[src/rtl/control_booth_if.sv]
// Bundle between the Booth sequencer, its requester and the radix-2 Booth datapath.
// The slave side is the sequencer; the master side is whatever drives requests and the datapath.
interface control_booth_if;
   logic       start;
   logic [2:0] multiplicador_in;
   logic [2:0] multiplicando_in;
   logic [1:0] q;
   logic [5:0] resultado;
   logic [2:0] multiplicador;
   logic [2:0] multiplicando;
   logic       limpiaA;
   logic       cargaA;
   logic       cargaQ;
   logic       cargaM;
   logic       resta;
   logic       desp;
   logic       ocupado;
   logic       fin;
   logic [5:0] producto;

   modport slave (
      input  start, multiplicador_in, multiplicando_in, q, resultado,
      output multiplicador, multiplicando, limpiaA, cargaA, cargaQ, cargaM,
             resta, desp, ocupado, fin, producto
   );

   modport master (
      output start, multiplicador_in, multiplicando_in, q, resultado,
      input  multiplicador, multiplicando, limpiaA, cargaA, cargaQ, cargaM,
             resta, desp, ocupado, fin, producto
   );
endinterface

[src/rtl/control_booth.sv]
// Sequencer for a 3-bit radix-2 Booth multiplier datapath: latches operands, steps
// INIT / EVAL / SHIFT through N_ITER iterations and registers the signed product.
module control_booth #(
   parameter int N_ITER = 3
) (
   input  logic           clk,
   input  logic           reset_n,
   control_booth_if.slave bus
);

   typedef enum logic [2:0] {IDLE, INIT, EVAL, SHIFT, DONE} state_t;

   state_t     state;
   logic [1:0] cnt;
   logic [1:0] cnt_next;

   logic limpia_a, carga_a, carga_q, carga_m, resta, desp;

   assign cnt_next = cnt + 2'd1;

   // NOTE: state and registered outputs use non-blocking assignments so every
   // register samples pre-edge values regardless of statement order.
   always_ff @(posedge clk or negedge reset_n) begin
      if (!reset_n) begin
         state             <= IDLE;
         cnt               <= 2'd0;
         bus.fin           <= 1'b0;
         bus.producto      <= 6'd0;
         bus.multiplicador <= 3'd0;
         bus.multiplicando <= 3'd0;
      end else begin
         case (state)
            IDLE: begin
               if (bus.start) begin
                  bus.multiplicador <= bus.multiplicador_in;
                  bus.multiplicando <= bus.multiplicando_in;
                  bus.fin           <= 1'b0;
                  cnt               <= 2'd0;
                  state             <= INIT;
               end
            end
            INIT:  state <= EVAL;
            EVAL:  state <= SHIFT;
            SHIFT: begin
               cnt   <= cnt_next;
               state <= (cnt_next == 2'(N_ITER)) ? DONE : EVAL;
            end
            DONE: begin
               bus.producto <= bus.resultado;
               bus.fin      <= 1'b1;
               state        <= IDLE;
            end
            default: state <= IDLE;
         endcase
      end
   end

   // Controls decode straight from the state register (and q in EVAL), so the
   // asynchronous reset forces them low without waiting for a clock.
   // NOTE: every output gets a default first, so no path leaves a latch behind.
   always_comb begin
      limpia_a = 1'b0;
      carga_a  = 1'b0;
      carga_q  = 1'b0;
      carga_m  = 1'b0;
      resta    = 1'b0;
      desp     = 1'b0;
      case (state)
         INIT: begin
            limpia_a = 1'b1;
            carga_q  = 1'b1;
            carga_m  = 1'b1;
         end
         EVAL: begin
            case (bus.q)
               2'b10: begin
                  carga_a = 1'b1;
                  resta   = 1'b1;
               end
               2'b01: carga_a = 1'b1;
               default: ;
            endcase
         end
         SHIFT:   desp = 1'b1;
         default: ;
      endcase
   end

   assign bus.limpiaA = limpia_a;
   assign bus.cargaA  = carga_a;
   assign bus.cargaQ  = carga_q;
   assign bus.cargaM  = carga_m;
   assign bus.resta   = resta;
   assign bus.desp    = desp;
   assign bus.ocupado = (state != IDLE);

endmodule
[src/flat_wrapper.sv]
// flat-port wrapper written by rule: the top's interface ports become plain ports
module control_booth_flat 
#(
   parameter int N_ITER = 3
)
  (clk, reset_n, bus_start, bus_multiplicador_in, bus_multiplicando_in, bus_q, bus_resultado, bus_multiplicador, bus_multiplicando, bus_limpiaA, bus_cargaA, bus_cargaQ, bus_cargaM, bus_resta, bus_desp, bus_ocupado, bus_fin, bus_producto);
  control_booth_if bus_i ();
  input  logic clk;
  input  logic reset_n;
  input wire logic [$bits(bus_i.start)-1:0] bus_start;
  input wire logic [$bits(bus_i.multiplicador_in)-1:0] bus_multiplicador_in;
  input wire logic [$bits(bus_i.multiplicando_in)-1:0] bus_multiplicando_in;
  input wire logic [$bits(bus_i.q)-1:0] bus_q;
  input wire logic [$bits(bus_i.resultado)-1:0] bus_resultado;
  output wire logic [$bits(bus_i.multiplicador)-1:0] bus_multiplicador;
  output wire logic [$bits(bus_i.multiplicando)-1:0] bus_multiplicando;
  output wire logic [$bits(bus_i.limpiaA)-1:0] bus_limpiaA;
  output wire logic [$bits(bus_i.cargaA)-1:0] bus_cargaA;
  output wire logic [$bits(bus_i.cargaQ)-1:0] bus_cargaQ;
  output wire logic [$bits(bus_i.cargaM)-1:0] bus_cargaM;
  output wire logic [$bits(bus_i.resta)-1:0] bus_resta;
  output wire logic [$bits(bus_i.desp)-1:0] bus_desp;
  output wire logic [$bits(bus_i.ocupado)-1:0] bus_ocupado;
  output wire logic [$bits(bus_i.fin)-1:0] bus_fin;
  output wire logic [$bits(bus_i.producto)-1:0] bus_producto;
  assign bus_i.start = bus_start;
  assign bus_i.multiplicador_in = bus_multiplicador_in;
  assign bus_i.multiplicando_in = bus_multiplicando_in;
  assign bus_i.q = bus_q;
  assign bus_i.resultado = bus_resultado;
  assign bus_multiplicador = bus_i.multiplicador;
  assign bus_multiplicando = bus_i.multiplicando;
  assign bus_limpiaA = bus_i.limpiaA;
  assign bus_cargaA = bus_i.cargaA;
  assign bus_cargaQ = bus_i.cargaQ;
  assign bus_cargaM = bus_i.cargaM;
  assign bus_resta = bus_i.resta;
  assign bus_desp = bus_i.desp;
  assign bus_ocupado = bus_i.ocupado;
  assign bus_fin = bus_i.fin;
  assign bus_producto = bus_i.producto;
  control_booth #(.N_ITER(N_ITER)) u_core (.clk(clk), .reset_n(reset_n), .bus(bus_i));
endmodule
[config.mk]
export PLATFORM = sky130hd
export DESIGN_NAME = control_booth_flat
export DESIGN_NICKNAME = d
export VERILOG_FILES = /design/src/rtl/control_booth_if.sv /design/src/rtl/control_booth.sv /design/src/flat_wrapper.sv
export SDC_FILE = /design/constraint.sdc
export NUM_CORES = 1
export LEC_CHECK = 0
export CAP_MARGIN = 20
export CORE_UTILIZATION = 25
export CTS_CLUSTER_DIAMETER = 30
export DETAILED_ROUTE_END_ITERATION = 6
export PLACE_DENSITY = 0.49
export SETUP_SLACK_MARGIN = 0.3
export SLEW_MARGIN = 0
export SYNTH_ARGS = -nofsm -noshare
export SYNTH_HDL_FRONTEND = slang
export SYNTH_SLANG_ARGS = --single-unit
[constraint.sdc]
create_clock -name clk -period 1.7 [get_ports clk]
set_input_delay 0.255 -clock clk [delete_from_list [all_inputs] [get_ports clk]]
set_output_delay 0.255 -clock clk [all_outputs]
set_load 0.02 [all_outputs]
**Word-level counts from Yosys, hierarchy flattened**

Index checks and enable logic that the tools add are counted.

- Add/subtract/negate cells: 1
- $mul: 0
- Divide/modulo/power cells: 0
- $lt $le $gt $ge: 0
- Equality and inequality tests: 8
- Shifts and indexed selects: 0
- Mux-type cells: 13
- Bitwise logic cells: 0
- Reduce and logical (&&, ||, !) cells: 8

Operator list:

| kind | number |
|---|---|
| case mux 3 bit (4 select lines) | 1 |
| 2-to-1 mux 1 bit | 7 |
| equality test 3 x 2 -> 1 bit, second input constant | 2 |
| 2-to-1 mux 3 bit | 2 |
| AND reduction 2 bit | 3 |
| equality test 2 bit, second input constant | 2 |
| case mux 2 bit (2 select lines) | 1 |
| nonzero test 2 bit | 2 |
| equality test 3 x 1 -> 1 bit, second input constant | 1 |
| equality test 3 bit, second input constant | 1 |
| logical NOT 3 bit | 1 |
| nonzero test 3 bit | 1 |
| adder 2 x 1 -> 2 bit, second input constant | 1 |
| equality test 2 x 1 -> 1 bit, second input constant | 1 |
| 2-to-1 mux 2 bit | 1 |
| != test 2 bit, second input constant | 1 |
| case mux 1 bit (2 select lines) | 1 |
| OR reduction 2 bit | 1 |

- Register bits: 18
- Bits in latches: 0
- Memory bits (writable): 0
- Memory bits (read-only): 0
- Input bits: 17
- Memories: 0

**Longest topological paths before layout**

- Depth after elaboration: 4
- Mapped depth: 4
- Gate-level depth less buffers: 4

**Worst setup path before layout**

OpenSTA, ideal clock, no wires.

- Path kind: reg2out
- Start: register u_core.state[0]
- End: output port bus_cargaQ
- Arrival: 1,548 ps
- Data required time: 1,445 ps
- Slack: -103 ps
- Stages on the path, launching flop included: 4
- Path buffers: 2
- Path through: dfrtp_1 buf_4 nor3b_1 buf_4

- Cells in the longest elaborated chain, start to end: 2

Ends and longest elaborated chain:

| what | line | text |
|---|---|---|
| start, declared | control_booth.sv:13 | `state_t state;` |
| start signal, assigned | control_booth.sv:46 | `state <= (cnt_next == 2'(N_ITER)) ? DONE : EVAL;` |
| equality test 3 x 1 -> 1 bit | - |  |
| 2-to-1 mux 1 bit | - |  |
| end, declared | flat_wrapper.sv:19 | `output wire logic [$bits(bus_i.cargaQ)-1:0] bus_cargaQ;` |

Every way passes these cells.

**Final worst setup path**

- Start: register u_core.state[1]
- End: output port bus_cargaM

- Cells in the longest elaborated chain, start to end: 2

Ends and longest elaborated chain:

| what | line | text |
|---|---|---|
| equality test 3 x 1 -> 1 bit | control_booth.sv:68 | `case (state)` |
| 2-to-1 mux 1 bit | control_booth.sv:68 |  |
| end, declared | flat_wrapper.sv:20 | `output wire logic [$bits(bus_i.cargaM)-1:0] bus_cargaM;` |

Every way passes these cells.

==> run summary <==
## Status
- finished, final reports clean — result of the run

## GRT
- 0 — Overflow after GRT
- 19 — pin count of the biggest net entering global routing
- 3060 um — wire length of the first global-routing pass
- 726 — number of global-route vias before repair
- 0 — antenna violations before repair
- 0.113 — global-route usage over all layers

## Setup path
- 3 — WP depth
- 5 — cell depth of the worst flop-to-flop path
- flip-flop — kind of launch point of the worst setup path
- reg2out — critical path class
- 0.19 ns — slack of the worst reg-to-reg path
- flip-flops — Top delay family on crit path
- 2 — number of buffer and inverter instances along the worst setup path
- 1.44 ns — required time at the endpoint of the critical path
- u_core.bus.multiplicando[2] — reg-to-reg endpoint
- 0.45 ns — highest cell delay on the worst timing path
- output port — Critical Path Sink Type
- 4 — largest fanout on the critical path
- dfrtp_2 — Max stage delay cell, worst path
- 1.28 ns — CP arrival
- buf_12 > nor3b_4 > buf_4 — worst path cell trace
- u_core.state[2] — Reg2Reg Launch Point

## Routing
- 4.38 — vias per cell
- 0 — remaining number of nets flagged by the antenna check after routing
- 0 — remaining routing DRC violations
- 1780 um — Total Wirelength
- 4 — total iterations of the first detailed-routing run
- 10 — initial DRC count
- 665 — routed vias
- 11.7 um — wire length per cell after detailed routing

## Logic synthesis
- 14.4 um^2 — per-instance average area after synthesis
- 0.0487 — synthesized-area fraction occupied by ao, oa, aoi and oai cells
- 18 — flop and latch count out of synthesis
- 24 — count of distinct cell types in the synthesized netlist
- 78 — Net Count, Synth
- simple AND/OR/NAND/NOR gates — largest family of logic cells by synthesized area
- 0.160 — multiplexer fraction of the synthesized cell area
- 847 um^2 — mapped cell area
- 0 — count of synthesis-stage warnings from yosys
- 0.165 — Post-Synth Simple-Gate Area
- 0.532 — sequential share of the synthesized area
- 0.0295 — post-synthesis share of cell area spent on full adders, half adders and majority gates
- 59 — gate count of the mapped netlist
- 0 — synthesized-area fraction occupied by xor and xnor cells

## Place
- 1290 um^2 — placed standard-cell area
- 1300 um — hpwl dp
- 0.690 — last weighted congestion value of the routability-driven placer
- 36 — number of buffers added on ports

## Flow run
- 0 — Max Cap Violations

## STA
- 0.844 — worst slew margin relative to its limit
- yes — unrepaired setup endpoints after global routing
- 0 ns — Final TNS setup
- 0 — final number of hold-violating endpoints
- 0.289 ns — worst hold margin
- 0 — final setup violation count
- 0.235 ns — slew at the pin with the worst max-slew slack
- 0.903 — Final Cycle Share
- 1.54 ns — final period demand of the worst path
- 0 — final count of pins violating max slew
- 651 MHz — maximum frequency from static timing analysis
- 0.000746 ns — Max Clock Skew

## Clock network
- 3 — number of CTS-inserted buffers
- 0.10 ns — post-CTS clock slew at the launch and capture registers of the worst setup and hold paths
- clkbuf_4 — Clock Root Buffer
- 0.28 ns — clock insertion delay at the later pin of the skew report
- 18 — number of clock sinks
- 0 — hold buffers post-CTS
- 1 — maximum level of the CTS H-tree
- 2 — number of buffers on the longest clock path
- done — clock tree from TritonCTS

## Power
- 0.370 — switching share of total power
- 0.315 — Flop pwr share
- 0.682 nW — Lkg Pwr
- 0.646 mV — peak ir drop on the vdd network
- 0.576 — Logic pwr share
- 1670 nW/um^2 — PwrDens
- 0.882 mW — net load switching power
- 2.38 mW — total power after layout
- 0.109 — share of power burned in the clock network
- 1.50 mW — Int Power

## Layout
- 1430 um^2 — cell area after layout
- dfrtp_1 — most common library cell in the layout ignoring fill and taps
- dfrtp_1 (16), dlygate4sd2_1 (15), clkdlybuf4s50_1 (14) — most frequent cells in the layout
- 128 — count of nets after finishing
- 0 — Antenna Diode Count
- 0.463 — fraction of layout instances using a drive strength above 1
- 68.5% — synthesis-to-layout area growth

## Floorplan
- 37 — Top-Level Pins
- 3130 um^2 — Core Region
- 60.2 um — Die Width
- 3630 um^2 — area of the die
- 20 — number of placement rows
- 60.2 um — Die Height
- 0.271 — starting density of the core

## Min path
- in2async — Hold Path Class

-- layout make-up --
cell class	instances	area (um^2)
Fill cell	308	1700
Timing Repair Buffer	50	479
Sequential cell	18	453
Multi-Input combinational cell	34	397
Tap cell	44	55.1
Clock buffer	4	36.3
Inverter	2	7.51
-- what timing repair did --
item | in CTS | in global routing
hold endpoints to repair | 0 | 0
setup endpoints to repair | 34 | 22
buffers inserted | 6 | 1
pin swaps | 5 | 2
gates resized for setup | 61 | 7
cloned | 0 | 0
-- worst reg2reg max path, cell delays in order, from the launching register on --
cell,delay (ns)
dfrtp_1,0.42
buf_4,0.15
buf_6,0.12
nor4b_4,0.22
buf_6,0.17
mux2_2,0.33
-- power by group through the flow --
stage                     logic, mW  registers [mW]  clock network [mW]
after floorplan               0.584           0.930                   0
after global placement         1.28           0.754                   0
after detailed placement       1.29           0.761                   0
after CTS                      1.32           0.749               0.276
after global routing           1.48           0.781               0.294
final                          1.37           0.752               0.259
-- layer usage --
layer / vias to the layer above / global-route usage / wire length [um]
met2: 24 / 0.212 / 903
met5: - / 0 / 0
met4: 0 / 0.00997 / 0
met3: 0 / 0.0519 / 147
met1: 331 / 0.119 / 731
li1: 310 / - / -
-- cells in the mapped netlist, drive strengths merged --
library cell | count | share of area
a21o | 1 | 0.0089
a31oi | 1 | 0.0074
and2 | 1 | 0.0074
and3b | 1 | 0.012
buf | 4 | 0.040
clkbuf | 1 | 0.016
dfrtp | 18 | 0.53
ha | 2 | 0.030
inv | 2 | 0.0089
mux2 | 12 | 0.16
nand2 | 1 | 0.0044
nand4b | 2 | 0.021
nor2 | 1 | 0.0044
nor3 | 2 | 0.012
nor3b | 2 | 0.031
nor4b | 2 | 0.038
o211a | 2 | 0.024
o21bai | 1 | 0.0089
or3 | 1 | 0.0089
or3b | 1 | 0.010
or4b | 1 | 0.016
-- stage by stage --
stage / cells / worst slack (ns) / utilization
2_1_floorplan: 59 / 0.307 / -
5_1_grt: 152 / 0.0798 / 0.456
3_3_place_gp: 141 / -0.419 / 0.413
3_5_place_dp: 141 / -0.474 / 0.413
4_1_cts: 151 / 0.156 / 0.445
6_report: 152 / 0.164 / 0.456
-- flip-flops by register name (all words and copies together), names as in the netlist --
| name | flops |
|---|---|
| u_core.bus.producto | 6 |
| u_core.state | 3 |
| u_core.bus.fin | 1 |
| u_core.bus.multiplicando | 3 |
| u_core.bus.multiplicador | 3 |
| u_core.cnt | 2 |
-- logic make-up after synthesis --
| family | count (synthesis) |
|---|---|
| compound gates | 5 |
| fa+ha+maj | 2 |
| buf+inv | 7 |
| simple gates | 15 |
| mux | 12 |
| flops | 18 |
-- worst max path at each step --
stage / start / slack, ns / end
6_report: u_core.state[1] / 0.16 / bus_cargaM
3_5_place_dp: bus_q[0] / -0.47 / bus_cargaA
5_1_grt: u_core.state[2] / 0.08 / u_core.bus.multiplicando[2]
3_3_place_gp: bus_q[0] / -0.42 / bus_cargaA
2_1_floorplan: u_core.state[1] / 0.31 / bus_cargaQ
4_1_cts: u_core.state[2] / 0.16 / bus_cargaQ
No activity file was read; power rests on OpenSTA's default activity.
